<file path="src/rtl/selftrig_fmt_pkg.sv">
// Purpose: shared self-trigger fill format (tags, header pattern, field slices, FSM states).
// Latency: n/a (definitions only).
// Backpressure: n/a (definitions only).
package selftrig_fmt_pkg;

  // Burst tags carried in in_dat[131:128]
  localparam logic [3:0] TAG_FILL = 4'd1;
  localparam logic [3:0] TAG_WFM  = 4'd2;
  localparam logic [3:0] TAG_DATA = 4'd3;
  localparam logic [3:0] TAG_CHK  = 4'd4;

  // Both header kinds carry this marker in payload [127:126]
  localparam logic [1:0] HDR_PAT     = 2'b01;
  localparam int         HDR_PAT_LSB = 126;

  // Fill header slices
  localparam int FILL_NUM_LSB  = 0;    // 24 bits
  localparam int FILL_TYPE_LSB = 24;   // 2 bits
  localparam int NFB_LSB       = 27;   // 23 bits
  localparam int NWB_LSB       = 50;   // 14 bits
  localparam int PRE_LO_LSB    = 64;   // pre_trig[11:0]
  localparam int NWF_LSB       = 76;   // 23 bits
  localparam int PRE_HI_LSB    = 99;   // pre_trig[15:12]
  localparam int CHTAG_LSB     = 110;  // 12 bits

  // Waveform header slices
  localparam int WFM_BURSTS_LSB = 0;   // 14 bits, echo of num_wfm_bursts
  localparam int WFM_START_LSB  = 26;  // 23 bits
  localparam int WFM_NUM_LSB    = 49;  // 23 bits
  localparam int TRIG_LO_LSB    = 72;  // trigger_time[25:0]
  localparam int TRIG_HI_LSB    = 110; // trigger_time[41:26]

  // Data word: eight 16-bit lanes, each a sign-extended 12-bit sample
  localparam int N_LANES  = 8;
  localparam int LANE_W   = 16;
  localparam int SAMPLE_W = 12;
  localparam int EXT_W    = LANE_W - SAMPLE_W;

  typedef enum logic [2:0] {
    ST_SEEK,
    ST_FILL_HDR_WAIT,
    ST_WFM_HDR,
    ST_DATA,
    ST_CHECKSUM,
    ST_SEEK_ERR
  } state_t;

  typedef struct packed {
    logic len;
    logic checksum;
    logic wfm_seq;
    logic sign_ext;
    logic hdr_pattern;
    logic tag;
  } err_t;

  // True when any lane's upper bits are not copies of its sample sign bit
  function automatic logic sign_ext_bad(input logic [127:0] p);
    logic bad;
    bad = 1'b0;
    for (int k = 0; k < N_LANES; k++) begin
      if (p[LANE_W*k+SAMPLE_W +: EXT_W] != {EXT_W{p[LANE_W*k+SAMPLE_W-1]}}) bad = 1'b1;
    end
    return bad;
  endfunction

  // Drop the extension bits, oldest sample in the low lane
  function automatic logic [N_LANES*SAMPLE_W-1:0] pack_samples(input logic [127:0] p);
    logic [N_LANES*SAMPLE_W-1:0] s;
    s = '0;
    for (int k = 0; k < N_LANES; k++) s[SAMPLE_W*k +: SAMPLE_W] = p[LANE_W*k +: SAMPLE_W];
    return s;
  endfunction

endpackage

</file>
<file path="src/rtl/selftrig_xor_chk.sv">
// Purpose: 128-bit running XOR over a fill, compared against the checksum word.
// Latency: accumulator updates 1 cycle after clr/upd; match is combinational on acc.
// Backpressure: none; the caller only strobes clr/upd on accepted words.
module selftrig_xor_chk (
  input  logic         clk,
  input  logic         reset,
  input  logic         clr,
  input  logic         upd,
  input  logic [127:0] upd_dat,
  input  logic [127:0] cmp_dat,
  output logic         match
);

  logic [127:0] acc;

  // clr and upd together restart the sum seeded with the fill header payload
  always_ff @(posedge clk) begin
    if (reset) begin
      acc <= '0;
    end else if (clr || upd) begin
      acc <= (clr ? 128'd0 : acc) ^ (upd ? upd_dat : 128'd0);
    end
  end

  assign match = (acc == cmp_dat);

endmodule

</file>
<file path="src/rtl/selftrig_fill_parser.sv">
// Purpose: parse DDR3 self-trigger fills into fill/waveform headers, samples and error status.
// Latency: every output registered, 1 cycle after the word is accepted.
// Backpressure: in_ready drops only while a sample is held and sample_ready is low.
module selftrig_fill_parser
  import selftrig_fmt_pkg::*;
(
  input  logic         clk,
  input  logic         reset,
  input  logic [131:0] in_dat,
  input  logic         in_valid,
  output logic         in_ready,
  output logic         fill_hdr_valid,
  output logic [23:0]  fill_num,
  output logic [1:0]   fill_type,
  output logic [22:0]  num_fill_bursts,
  output logic [13:0]  num_wfm_bursts,
  output logic [15:0]  pre_trig,
  output logic [22:0]  num_waveforms,
  output logic [11:0]  channel_tag,
  output logic         wfm_hdr_valid,
  output logic [22:0]  wfm_num,
  output logic [22:0]  wfm_start_adr,
  output logic [41:0]  trigger_time,
  output logic [95:0]  sample_dat,
  output logic         sample_valid,
  input  logic         sample_ready,
  output logic         fill_done,
  output logic [5:0]   err_flags,
  output logic [15:0]  err_count
);

  state_t       state;
  err_t         err_q;
  logic [22:0]  wfm_cnt;
  logic [22:0]  word_cnt;
  logic [22:0]  prev_wfm_num;
  logic [13:0]  data_cnt;
  logic         first_wfm;

  logic [3:0]   tag;
  logic [127:0] pl;
  logic         accept, in_fill, is_fill, tag_bad, hdr_bad, wfm_seq_bad, sext_bad;
  logic         go_wfm, go_data, go_chk, chk_match, len_bad, word_err;
  logic [3:0]   exp_tag;
  logic [22:0]  w_num, wfm_cnt_inc, word_cnt_inc;

  assign tag      = in_dat[131:128];
  assign pl       = in_dat[127:0];
  assign in_ready = reset || !(sample_valid && !sample_ready);
  assign accept   = in_valid && in_ready && !reset;
  assign err_flags = err_q;

  // Tag the current state is waiting for; seek states only look for fill headers
  always_comb begin
    exp_tag = TAG_FILL;
    case (state)
      ST_WFM_HDR:  exp_tag = TAG_WFM;
      ST_DATA:     exp_tag = TAG_DATA;
      ST_CHECKSUM: exp_tag = TAG_CHK;
      default:     exp_tag = TAG_FILL;
    endcase
  end

  assign in_fill  = (state == ST_WFM_HDR) || (state == ST_DATA) || (state == ST_CHECKSUM);
  assign is_fill  = (tag == TAG_FILL);
  assign tag_bad  = in_fill && !is_fill && (tag != exp_tag);
  assign go_wfm   = accept && (state == ST_WFM_HDR)  && (tag == TAG_WFM);
  assign go_data  = accept && (state == ST_DATA)     && (tag == TAG_DATA);
  assign go_chk   = accept && (state == ST_CHECKSUM) && (tag == TAG_CHK);

  assign hdr_bad     = (pl[HDR_PAT_LSB +: 2] != HDR_PAT);
  assign w_num       = pl[WFM_NUM_LSB +: 23];
  assign wfm_seq_bad = (pl[WFM_BURSTS_LSB +: 14] != num_wfm_bursts) ||
                       (!first_wfm && (w_num != prev_wfm_num + 23'd1));
  assign sext_bad    = sign_ext_bad(pl);

  assign wfm_cnt_inc  = (wfm_cnt  == '1) ? wfm_cnt  : wfm_cnt  + 23'd1;
  assign word_cnt_inc = (word_cnt == '1) ? word_cnt : word_cnt + 23'd1;
  assign len_bad      = (word_cnt_inc != num_fill_bursts);

  assign word_err = accept && (is_fill ? (hdr_bad || in_fill)
                                       : (tag_bad ||
                                          (go_wfm  && (hdr_bad || wfm_seq_bad)) ||
                                          (go_data && sext_bad) ||
                                          (go_chk  && (!chk_match || len_bad))));

  selftrig_xor_chk u_xor (
    .clk     (clk),
    .reset   (reset),
    .clr     (accept && is_fill),
    .upd     (accept && is_fill || go_wfm || go_data),
    .upd_dat (pl),
    .cmp_dat (pl),
    .match   (chk_match)
  );

  // Fill FSM with registered header fields, samples, pulses and error status
  always_ff @(posedge clk) begin
    if (reset) begin
      state           <= ST_SEEK;
      err_q           <= '0;
      err_count       <= '0;
      wfm_cnt         <= '0;
      word_cnt        <= '0;
      prev_wfm_num    <= '0;
      data_cnt        <= '0;
      first_wfm       <= 1'b1;
      fill_hdr_valid  <= 1'b0;
      fill_num        <= '0;
      fill_type       <= '0;
      num_fill_bursts <= '0;
      num_wfm_bursts  <= '0;
      pre_trig        <= '0;
      num_waveforms   <= '0;
      channel_tag     <= '0;
      wfm_hdr_valid   <= 1'b0;
      wfm_num         <= '0;
      wfm_start_adr   <= '0;
      trigger_time    <= '0;
      sample_dat      <= '0;
      sample_valid    <= 1'b0;
      fill_done       <= 1'b0;
    end else begin
      fill_hdr_valid <= 1'b0;
      wfm_hdr_valid  <= 1'b0;
      fill_done      <= 1'b0;
      if (sample_ready) sample_valid <= 1'b0;
      if (word_err && (err_count != 16'hFFFF)) err_count <= err_count + 16'd1;

      if (accept) begin
        if (is_fill) begin
          // A fill header always restarts; cutting a live fill short is a tag error
          err_q           <= '{len: 1'b0, checksum: 1'b0, wfm_seq: 1'b0, sign_ext: 1'b0,
                               hdr_pattern: hdr_bad, tag: in_fill};
          fill_hdr_valid  <= 1'b1;
          fill_num        <= pl[FILL_NUM_LSB +: 24];
          fill_type       <= pl[FILL_TYPE_LSB +: 2];
          num_fill_bursts <= pl[NFB_LSB +: 23];
          num_wfm_bursts  <= pl[NWB_LSB +: 14];
          pre_trig        <= {pl[PRE_HI_LSB +: 4], pl[PRE_LO_LSB +: 12]};
          num_waveforms   <= pl[NWF_LSB +: 23];
          channel_tag     <= pl[CHTAG_LSB +: 12];
          word_cnt        <= 23'd1;
          wfm_cnt         <= '0;
          data_cnt        <= '0;
          first_wfm       <= 1'b1;
          state           <= (pl[NWF_LSB +: 23] == 23'd0) ? ST_CHECKSUM : ST_WFM_HDR;
        end else if (tag_bad) begin
          err_q.tag <= 1'b1;
          state     <= ST_SEEK_ERR;
        end else if (go_wfm) begin
          if (hdr_bad)     err_q.hdr_pattern <= 1'b1;
          if (wfm_seq_bad) err_q.wfm_seq     <= 1'b1;
          wfm_hdr_valid <= 1'b1;
          wfm_num       <= w_num;
          wfm_start_adr <= pl[WFM_START_LSB +: 23];
          trigger_time  <= {pl[TRIG_HI_LSB +: 16], pl[TRIG_LO_LSB +: 26]};
          prev_wfm_num  <= w_num;
          first_wfm     <= 1'b0;
          word_cnt      <= word_cnt_inc;
          wfm_cnt       <= wfm_cnt_inc;
          data_cnt      <= '0;
          if (num_wfm_bursts != 14'd0)             state <= ST_DATA;
          else if (wfm_cnt_inc >= num_waveforms)   state <= ST_CHECKSUM;
          else                                     state <= ST_WFM_HDR;
        end else if (go_data) begin
          if (sext_bad) err_q.sign_ext <= 1'b1;
          sample_dat   <= pack_samples(pl);
          sample_valid <= 1'b1;
          word_cnt     <= word_cnt_inc;
          data_cnt     <= data_cnt + 14'd1;
          if (data_cnt + 14'd1 == num_wfm_bursts)
            state <= (wfm_cnt >= num_waveforms) ? ST_CHECKSUM : ST_WFM_HDR;
        end else if (go_chk) begin
          if (!chk_match) err_q.checksum <= 1'b1;
          if (len_bad)    err_q.len      <= 1'b1;
          word_cnt  <= word_cnt_inc;
          fill_done <= 1'b1;
          state     <= ST_SEEK;
        end
        // Seek states drop everything that is not a fill header
      end
    end
  end

endmodule
</file>
<file path="config.mk">
export PLATFORM = sky130hd
export DESIGN_NAME = selftrig_fill_parser
export DESIGN_NICKNAME = d
export VERILOG_FILES = /design/src/rtl/selftrig_fmt_pkg.sv /design/src/rtl/selftrig_xor_chk.sv /design/src/rtl/selftrig_fill_parser.sv
export SDC_FILE = /design/constraint.sdc
export NUM_CORES = 1
export LEC_CHECK = 0
export CORE_ASPECT_RATIO = 1.5
export CORE_MARGIN = 5
export CORE_UTILIZATION = 50
export CTS_BUF_LIST = sky130_fd_sc_hd__clkbuf_8 sky130_fd_sc_hd__clkbuf_16
export CTS_CLUSTER_DIAMETER = 50
export DETAILED_ROUTE_END_ITERATION = 6
export PLACE_DENSITY = 0.76
export SETUP_SLACK_MARGIN = 0.2
export SLEW_MARGIN = 20
export SYNTH_ARGS = -nofsm -noshare
export SYNTH_HDL_FRONTEND = slang
export SYNTH_HIERARCHICAL = 1
export SYNTH_SLANG_ARGS = --single-unit
</file>
<file path="constraint.sdc">
create_clock -name clk -period 6.55 [get_ports clk]
set_input_delay 0.655 -clock clk [delete_from_list [all_inputs] [get_ports clk]]
set_output_delay 0.655 -clock clk [all_outputs]
set_load 0.005 [all_outputs]
</file>
## Yosys cells after proc, flatten, opt, wreduce, memory -nomap -nowiden

Cells that the tools add are included.

- Magnitude comparators: 2
- Equal/unequal tests: 30
- Multipliers: 0
- Multiplexer cells: 63
- Div/mod/pow operators: 0
- Bitwise gates (word level): 5
- Shift-type cells: 0
- Reduce and logical (&&, ||, !) cells: 66
- $add $sub $neg: 5

Operator list:

| kind | number |
|---|---|
| $mux W128 | 2 |
| $mux W23 | 10 |
| $eq A128 B128 Y1 | 1 |
| $xor A128 B128 Y128 | 1 |
| $add A23 B1 Y23 const B | 3 |
| $mux W14 | 4 |
| $eq A23 B23 Y1 const B | 2 |
| $ge A23 B23 Y1 | 2 |
| $ne A23 B23 Y1 | 2 |
| $ne A4 B4 Y1 | 9 |
| $mux W1 | 31 |
| $mux W3 | 10 |
| $logic_not A23 Y1 | 1 |
| $logic_and A1 B1 Y1 | 18 |
| $add A16 B1 Y16 const B | 1 |
| $ne A16 B16 Y1 const B | 1 |
| $reduce_bool A2 Y1 | 8 |
| $add A14 B1 Y14 const B | 1 |
| $eq A14 B14 Y1 | 1 |
| $ne A14 B14 Y1 | 1 |
| $reduce_bool A14 Y1 | 1 |
| $logic_or A1 B1 Y1 | 13 |
| $reduce_and A3 Y1 | 4 |
| $reduce_and A4 Y1 | 3 |
| 23 further kinds | 41 |

- Memories kept: 0
- Register bits: 516
- Output and inout bits: 325
- Memory bits (read-only): 0
- Latch bits: 0
- Input port bits: 136
- Bits in writable memories: 0
- Word-level logic and storage cells: 199

## Logic depth before layout (Yosys ltp)

Gate-level depths: netlist of run 1.

- Depth after elaboration: 15
- Gate-level depth with buffers: 19
- Mapped depth without buffers: 17

## Cells and area by module

The synthesis of run 1 kept the hierarchy.

Modules (own cells, without submodules):

| module | area an instance (um^2) | sequential area each (um^2) | cells an instance | instances |
|---|---|---|---|---|
| selftrig_fill_parser | 18805.5 | 7767.4 | 2402 | 1 |
| selftrig_xor_chk | 7039.3 | 2562.5 | 853 | 1 |

## Worst setup path after synthesis of run 1

OpenSTA, ideal clock, no wires.

- Kind: reg2reg
- From: reg wfm_cnt[11]
- To: reg state[1]
- Slack: 2813 ps
- Library setup time: 132 ps
- Buffers on the path: 2
- Cell stages (with the launch flop): 19
- Data arrival time: 3605 ps
- Data required time: 6418 ps
- Period minus slack after synthesis: 3737 ps
- Cells stage by stage: dfxtp_1 clkbuf_1 and4_1 nand4_1 nor4_2 nand2_1 and3_1 clkbuf_1 and2_1 xor2_1 ha_1 nand4_1 nor4_1 o21a_1 o21ai_0 a31o_2 o31ai_1 o211a_1 nor3_1

- Longest elaborated chain between the ends: 8
- Elaborated cells between the ends (all ways): 13
- Classes of those cells: add/sub: 1; order compare: 2; eq/ne: 1; mux: 9

RTL lines:

| element | line | source |
|---|---|---|
| start, declared | selftrig_fill_parser.sv:34 | `logic [22:0] wfm_cnt;` |
| start signal, assigned | selftrig_fill_parser.sv:161 | `wfm_cnt <= wfm_cnt_inc;` |
| $add A23 B1 Y23 or $eq A23 B23 Y1 (tied branches) | selftrig_fill_parser.sv:77 | `assign wfm_cnt_inc = (wfm_cnt == '1) ? wfm_cnt : wfm_cnt + 23'd1;` |
| $mux W23 | selftrig_fill_parser.sv:77 |  |
| $ge A23 B23 Y1 | selftrig_fill_parser.sv:164 | `else if (wfm_cnt_inc >= num_waveforms) state <= ST_CHECKSUM;` |
| $mux W3 | selftrig_fill_parser.sv:164 |  |
| $mux W3 | selftrig_fill_parser.sv:163 | `if (num_wfm_bursts != 14'd0) state <= ST_DATA;` |
| $mux W3 (*) | selftrig_fill_parser.sv:151 | `end else if (go_wfm) begin` |
| $mux W3 (*) | selftrig_fill_parser.sv:148 | `end else if (tag_bad) begin` |
| $mux W3 (*) | selftrig_fill_parser.sv:131 | `if (is_fill) begin` |
| end signal, assigned | selftrig_fill_parser.sv:147 | `state <= (pl[NWF_LSB +: 23] == 23'd0) ? ST_CHECKSUM : ST_WFM_HDR;` |
| end signal, assigned | selftrig_fill_parser.sv:173 | `state <= (wfm_cnt >= num_waveforms) ? ST_CHECKSUM : ST_WFM_HDR;` |
| end, declared | selftrig_fill_parser.sv:32 | `state_t state;` |

Mark *: on every way between the ends. The rest lies on a longest branch, timed or not. The select of a mux whose other input is x is not followed.
A chain may end at the register's enable or synchronous reset.

## Final worst setup path of run 1

Ends and elaborated chain as after synthesis.

==> results of run 1 <==
## path summary, 6_finish.rpt
path | to | slack (ns) | cells past startpoint
worst max-delay path | state[1] | 1.96 | 16
worst min-delay path | sample_dat[42] | 0.45 | 2
worst max register to register | state[1] | 1.96 | 16
worst min register to register | sample_dat[42] | 0.45 | 2
## placed cells by master, fill, tap and decap left out, drive strengths merged, types with 38 or more instances in the layout
| cell | synthesis | final |
|---|---|---|
| nor3 | 38 | 38 |
| nor2 | 231 | 231 |
| nand4 | 83 | 83 |
| clkbuf | 149 | 67 |
| clkdlybuf4s50 | 0 | 459 |
| dfxtp | 516 | 516 |
| xnor2 | 325 | 325 |
| nand2b | 139 | 139 |
| ha | 51 | 51 |
| nand3b | 99 | 99 |
| a21oi | 277 | 277 |
| nand2 | 794 | 794 |
| inv | 44 | 56 |
| xor2 | 43 | 43 |
| o21ai | 53 | 53 |
| nand3 | 59 | 59 |
## final cells by class
cell class                 count  share of cell area, %
antenna                        1                0.00767
tap                          676                   2.59
clock inverter                30                   1.12
multi-input combinational   2500                   44.6
inverter                      44                  0.537
clock buffer                  67                   4.72
sequential                   516                   31.7
timing repair buffer         487                   14.8
## flip-flops by register name, indices dropped and copies added (netlist names), 6 cells and up
name             count
num_wfm_bursts      14
sample_dat          96
err_count           16
num_waveforms       23
data_cnt            14
err_flags            6
fill_num            24
wfm_start_adr       23
channel_tag         12
u_xor/acc          128
pre_trig            16
word_cnt            23
wfm_cnt             23
num_fill_bursts     23
trigger_time        42
prev_wfm_num        23
## critical path, cell delays in order (launching register included)
cell	delay [ns]
dfxtp_1	0.47
and4_1	0.30
nand4_1	0.15
nor4_2	0.48
nand2_1	0.31
and3_1	0.35
nand3_1	0.14
xnor2_1	0.13
ha_1	0.26
a21o_1	0.16
a21o_1	0.17
a21oi_1	0.18
nor2_1	0.06
a2111oi_0	0.69
o31ai_1	0.23
o211a_1	0.26
nor3_1	0.15
## per-stage QoR
step	worst slack (ns)	total power (W)	area [µm²]	util [%]	cells
2_1_floorplan	2.81	0.00342	25800	-	3255
3_3_place_gp	1.75	0.00369	30700	59.7	4223
3_5_place_dp	1.72	0.00369	30700	59.7	4223
4_1_cts	1.97	0.00698	32600	63.4	4320
5_1_grt	1.64	0.00713	32600	63.5	4321
6_report	1.96	0.00694	32600	63.5	4321
## synth_stat cells, types with 5 or more instances
library cell	instances
mux2i_1	10
o31ai_1	27
or4_1	12
inv_1	43
buf_2	33
o211ai_1	5
o211a_1	6
or2_2	7
o2111ai_1	5
mux2_4	10
clkbuf_1	147
a311oi_1	5
nor3_1	37
and3_1	25
xnor2_1	324
nand4_1	79
or3_1	15
nand2_1	794
o21ai_0	51
nor4_1	25
buf_1	5
xor2_1	43
dfxtp_1	516
a21oi_1	267
ha_1	51
a31oi_1	15
nor2_1	230
nand3b_1	99
o21a_1	9
buf_6	5
nor2b_1	21
a21oi_2	10
nor4_2	6
nor3b_1	5
o22ai_1	6
and4_1	13
a21o_1	12
and2_1	15
nand2b_1	139
nand3_1	58
## cell families (layout without fill, tap and decap cells)
family / count (synthesis) / count (layout) / synth area share [%]
AOI/OAI and AO/OA: 457 / 457 / 10.4
xor gates and xnor gates: 369 / 369 / 12.6
adders and majority gates: 51 / 51 / 2.47
buffers and inverters: 239 / 628 / 3.86
DFF: 516 / 516 / 40.0
muxes: 24 / 24 / 1.14
other: 0 / 1 / 0
and+or+nand+nor: 1599 / 1599 / 29.6
## power by group
group | switching (W) | internal [W]
Clock | 0.00137 | 0.00194
Sequential | 0.0000150 | 0.00315
Combinational | 0.000275 | 0.000184
## metal layers
layer / vias up / track usage, % / wire length (µm)
met4: 4 / 14.1 / 4750
met1: 11400 / 36.6 / 34700
met2: 1032 / 51.5 / 43400
met5: - / 0 / 34
li1: 11600 / - / -
met3: 230 / 5.83 / 7310
==> results.toml, run 1 <==
[synthesis]
synth-async-reset-ratio_pct = 0
yosysUniqueCellTypes = 80
synth_sequential_area_ratio_pct = 40.0
ys_seq_elements = 516
post_synthesis_cell_count = 3255
ys_top_cells_by_area = "dfxtp_1, nand2_1, xnor2_1"
synthesis.area_um2 = 25800
synthesis.yosys.warnings = 6
syn_nets = 3442
avgSynthCellArea_um2 = 7.94
synth_enable_flop_cells = 0
portion_of_synthesized_cell_area_occupied_by_the_leading_cell_type_pct = 40.0
netlist.top_cell.by_area = "dfxtp_1"
postSynth.topFlopCell = "dfxtp_1"

[finish]
drive_gt1_share_pct = 4.83
syn2layout_area_growth_pct = 26.3
register_area_um2 = 10300
multi_input_comb_area_um2 = 14600
finalNetCount = 3790
layout.filler_cells = 4476

[die]
io_pins = 461
initial_utilization_pct = 50.3
coreArea_um2 = 51400
die_area_um2 = 56400
fp-row-count = 102
die_h_um = 288
die_width_um = 196

[detailed_routing]
drt_iter0_drc = 1919
count_of_vias_placed_by_the_detailed_router = 24300
wl_per_cell_um = 20.9
vias_per_cell = 5.61
drt.antenna.violating_nets = 0
dr.pass1.iters = 5
routed_wirelength_mm = 90.2
detail_route.drc_violations = 0

[sta]
setup-tns-final_ns = 0
tightestPinTransition_ns = 1.02
timing.fmax_mhz = 218
finalCritPeriodShare_pct = 70.1
timing.clock.skew_ns = 0.0273
timing.hold.ws_ns = 0.448
report.final.slew_viol_count = 0
grt_setup_unrepaired = "no"
final.min_clock_period_ns = 4.59
finalSetupViolCount = 0
timing_hold_violations_final = 0
timing.slew.headroom_pct = 32.2

[worst_setup_path]
worst-endpoint-arrival_ns = 5.12
endpoint_kind = "flip-flop"
worst_setup_path_startpoint = "wfm_cnt[11]"
crit_path_start_kind = "flip-flop"
criticalPathCategory = "flip-flop to flip-flop"
worstReg2RegStart = "wfm_cnt[11]"
critPathRequiredTime_ns = 7.07
worstPathMaxFanout = 9

[clock_tree]
cts-root-to-sink-buffers = 3
cts_sinks = 516
cts.repair_timing.setup_buffer_count = 0
htreeDepth = 2
tritoncts = "done"
cts_root_buf = "clkbuf_16"
clk_pin_slew_ns = 0.06
cts_buffers = 54
clkLatencyLatePin_ns = 0.63
holdBufCountCts = 0
post_cts.resized_instances = 0

[worst_hold_path]
hold_class = "flip-flop to flip-flop"
min_from = "sample_dat[42]"

[place]
buffer_ports.inserted = 460
replace_congestion = 0.957
hpwl_mm = 63.7

[global_route]
vias_in_the_first_global_route = 22700
grt_overflow_total = 0
overall_global_routing_usage_pct = 30.1
grt_start_max_net_pins = 189
grt_antenna_before_repair = 3
grt_pass1_wl_mm = 134

[run_status]
outcome = "finished clean"

[power]
power-per-cell-area_nw_per_um2 = 213
cellLeakagePower_nw = 11.5
power.ir.vdd_worst_mv = 0.236

[flow_run]
max_cap_viol_count = 0
Power figures use the tool's default switching activity.
==> run 2: changes to the inputs <==
Settings changed: CORE_UTILIZATION 50 to 48, PLACE_DENSITY 0.76 to 0.77.
Clock period 6.55 ns to 3.8 ns, I/O delays scaled along.
==> run 2 against run 1 <==
Flip-flop and latch count stayed put. Final area is 4.1% higher. Highest routed layer unchanged. Critical path depth is 3 higher. Register-to-register slack worse by 1.7 ns. Combinational power is 89% higher. Fmax is 29% higher. Power is 79% higher. Routed wire length is 5.8% higher. Via count is 2.7% higher. Die area is 4.0% higher. Critical path type unchanged. Final cell count is 3.1% higher.
==> results.toml, run 2 (synthesis results as in run 1) <==
[worst_hold_path]
min_from = "reset"
hold_class = "primary input to flip-flop"

[die]
initial_utilization_pct = 48.3
die_h_um = 294
fp-row-count = 104
die_area_um2 = 58700
die_width_um = 199
io_pins = 461
coreArea_um2 = 53500

[power]
power.ir.vdd_worst_mv = 0.336
cellLeakagePower_nw = 12.2
power_frac_comb_pct = 7.0
power.switching_w = 0.00289
power.share.switching_pct = 23.3
sequentialPowerShare_pct = 44.0
internal-power_w = 0.00952
power-per-cell-area_nw_per_um2 = 365
power.share.clock_pct = 49.0

[sta]
timing.clock.skew_ns = 0.0192
final_critical_path_setup_slack_ns = 0.236
tightestPinTransition_ns = 1.01
timing.slew.headroom_pct = 32.9
final.min_clock_period_ns = 3.56
grt_setup_unrepaired = "yes"
timing.fmax_mhz = 281
finalSetupViolCount = 0
report.final.slew_viol_count = 0
timing_hold_violations_final = 0
finalCritPeriodShare_pct = 93.8

[clock_tree]
cts_buffers = 52
clkLatencyLatePin_ns = 0.62
clk_pin_slew_ns = 0.06
cts-root-to-sink-buffers = 3
tritoncts = "done"
cts_sinks = 516
cts_root_buf = "clkbuf_16"
htreeDepth = 2

[worst_setup_path]
endpoint_kind = "flip-flop"
critPathRequiredTime_ns = 4.25
worstPathMaxFanout = 5
criticalPathCategory = "flip-flop to flip-flop"
worst_setup_path_startpoint = "wfm_cnt[11]"
r2r_setup_slack_ns = 0.24
worstReg2RegStart = "wfm_cnt[11]"
crit_path_start_kind = "flip-flop"
worst-endpoint-arrival_ns = 4.01

[finish]
syn2layout_area_growth_pct = 31.5
mostFrequentLayoutCell = "nand2_1"
largestRegisters = "u_xor/acc: 128 flops, sample_dat: 96 flops, trigger_time: 42 flops"
max_flop_register = "u_xor/acc"
layout.filler_cells = 4583
layout.cells.most_common_list = "nand2_1, dfxtp_1, clkdlybuf4s50_1"
multi_input_comb_area_um2 = 14700
finalNetCount = 3902
register_area_um2 = 10300
number_of_flip_flops_under_the_largest_register_name = 128
final_design_area_no_fill_um2 = 34000
drive_gt1_share_pct = 8.67

[place]
place_area_um2 = 31700
pre_cts_ws_ns = -0.0222
hpwl_mm = 68.4
replace_congestion = 0.958
buffer_ports.inserted = 460

[global_route]
grt_antenna_before_repair = 12
overall_global_routing_usage_pct = 31.1
vias_in_the_first_global_route = 23800
grt_overflow_total = 0
grt_start_max_net_pins = 222
grt_pass1_wl_mm = 143

[detailed_routing]
drt_iter0_drc = 1766
detail_route.drc_violations = 0
vias_per_cell = 5.59
drt.antenna.violating_nets = 0
count_of_vias_placed_by_the_detailed_router = 24900
routed_wirelength_mm = 95.4
wl_per_cell_um = 21.4
dr.pass1.iters = 5

[flow_run]
max_cap_viol_count = 0

[run_status]
outcome = "finished clean"
[run 2: stage by stage]
step | utilization, % | TNS, ns | total power, W | instances | hold WS (ns)
after global routing | 63.5 | 0 | 0.0127 | 4455 | 0.111
after detailed placement | 59.3 | -0.0222 | 0.00643 | 4343 | 0.436
after CTS | 63.3 | 0 | 0.0125 | 4444 | 0.0762
after floorplan | - | 0 | 0.00590 | 3255 | 0.423
final | 63.5 | 0 | 0.0124 | 4456 | 0.103
after global placement | 59.3 | 0 | 0.00643 | 4343 | 0.431
[run 2: repair_timing]
item,CTS,global route
endpoints found under the setup margin,2,5
setup buffers,4,3
hold buffers,0,0
resized for setup,14,28
pin swaps,6,21
[run 2: final timing paths]
path / endpoint / cells past startpoint
worst min register to register: trigger_time[39] / 2
worst max-delay path: state[1] / 19
worst max register to register: state[1] / 19
worst min-delay path: sample_dat[85] / 2
[run 2: routing by layer]
metal	track usage (%)	vias up	routed length [µm]
met1	38.3	11900	36900
li1	-	11800	-
met3	5.41	238	7090
met2	52.1	988	45900
met4	15.7	4	5540
met5	0	-	27
[run 2: cell type report]
| type | count | area share, % |
|---|---|---|
| Antenna cell | 9 | 0.0663 |
| Clock inverter | 37 | 1.76 |
| Clock buffer | 60 | 4.19 |
| Inverter | 44 | 0.516 |
| Tap cell | 689 | 2.54 |
| Sequential cell | 516 | 30.4 |
| Multi-Input combinational cell | 2500 | 43.3 |
| Timing Repair Buffer | 601 | 17.2 |
[run 2: worst max-delay path: stages, from the launching register on]
cell	delay [ns]
dfxtp_2	0.33
and4_4	0.24
nand4_1	0.18
nor4_4	0.33
buf_4	0.19
a21oi_4	0.07
buf_6	0.14
nand2_2	0.07
nor2_2	0.05
xor2_1	0.15
ha_1	0.30
nand4_1	0.18
nor4_4	0.32
buf_4	0.16
o21a_1	0.10
o21ai_1	0.05
a31o_2	0.25
o31ai_4	0.06
o211a_1	0.20
nor3_1	0.04
[run 2: power groups by stage]
stage	logic [W]	registers [W]	clock network [W]
global placement	0.000850	0.00558	0
finish	0.000869	0.00546	0.00608
CTS	0.000860	0.00546	0.00614
global route	0.000908	0.00546	0.00635
detailed placement	0.000851	0.00558	0
floorplan	0.000323	0.00558	0
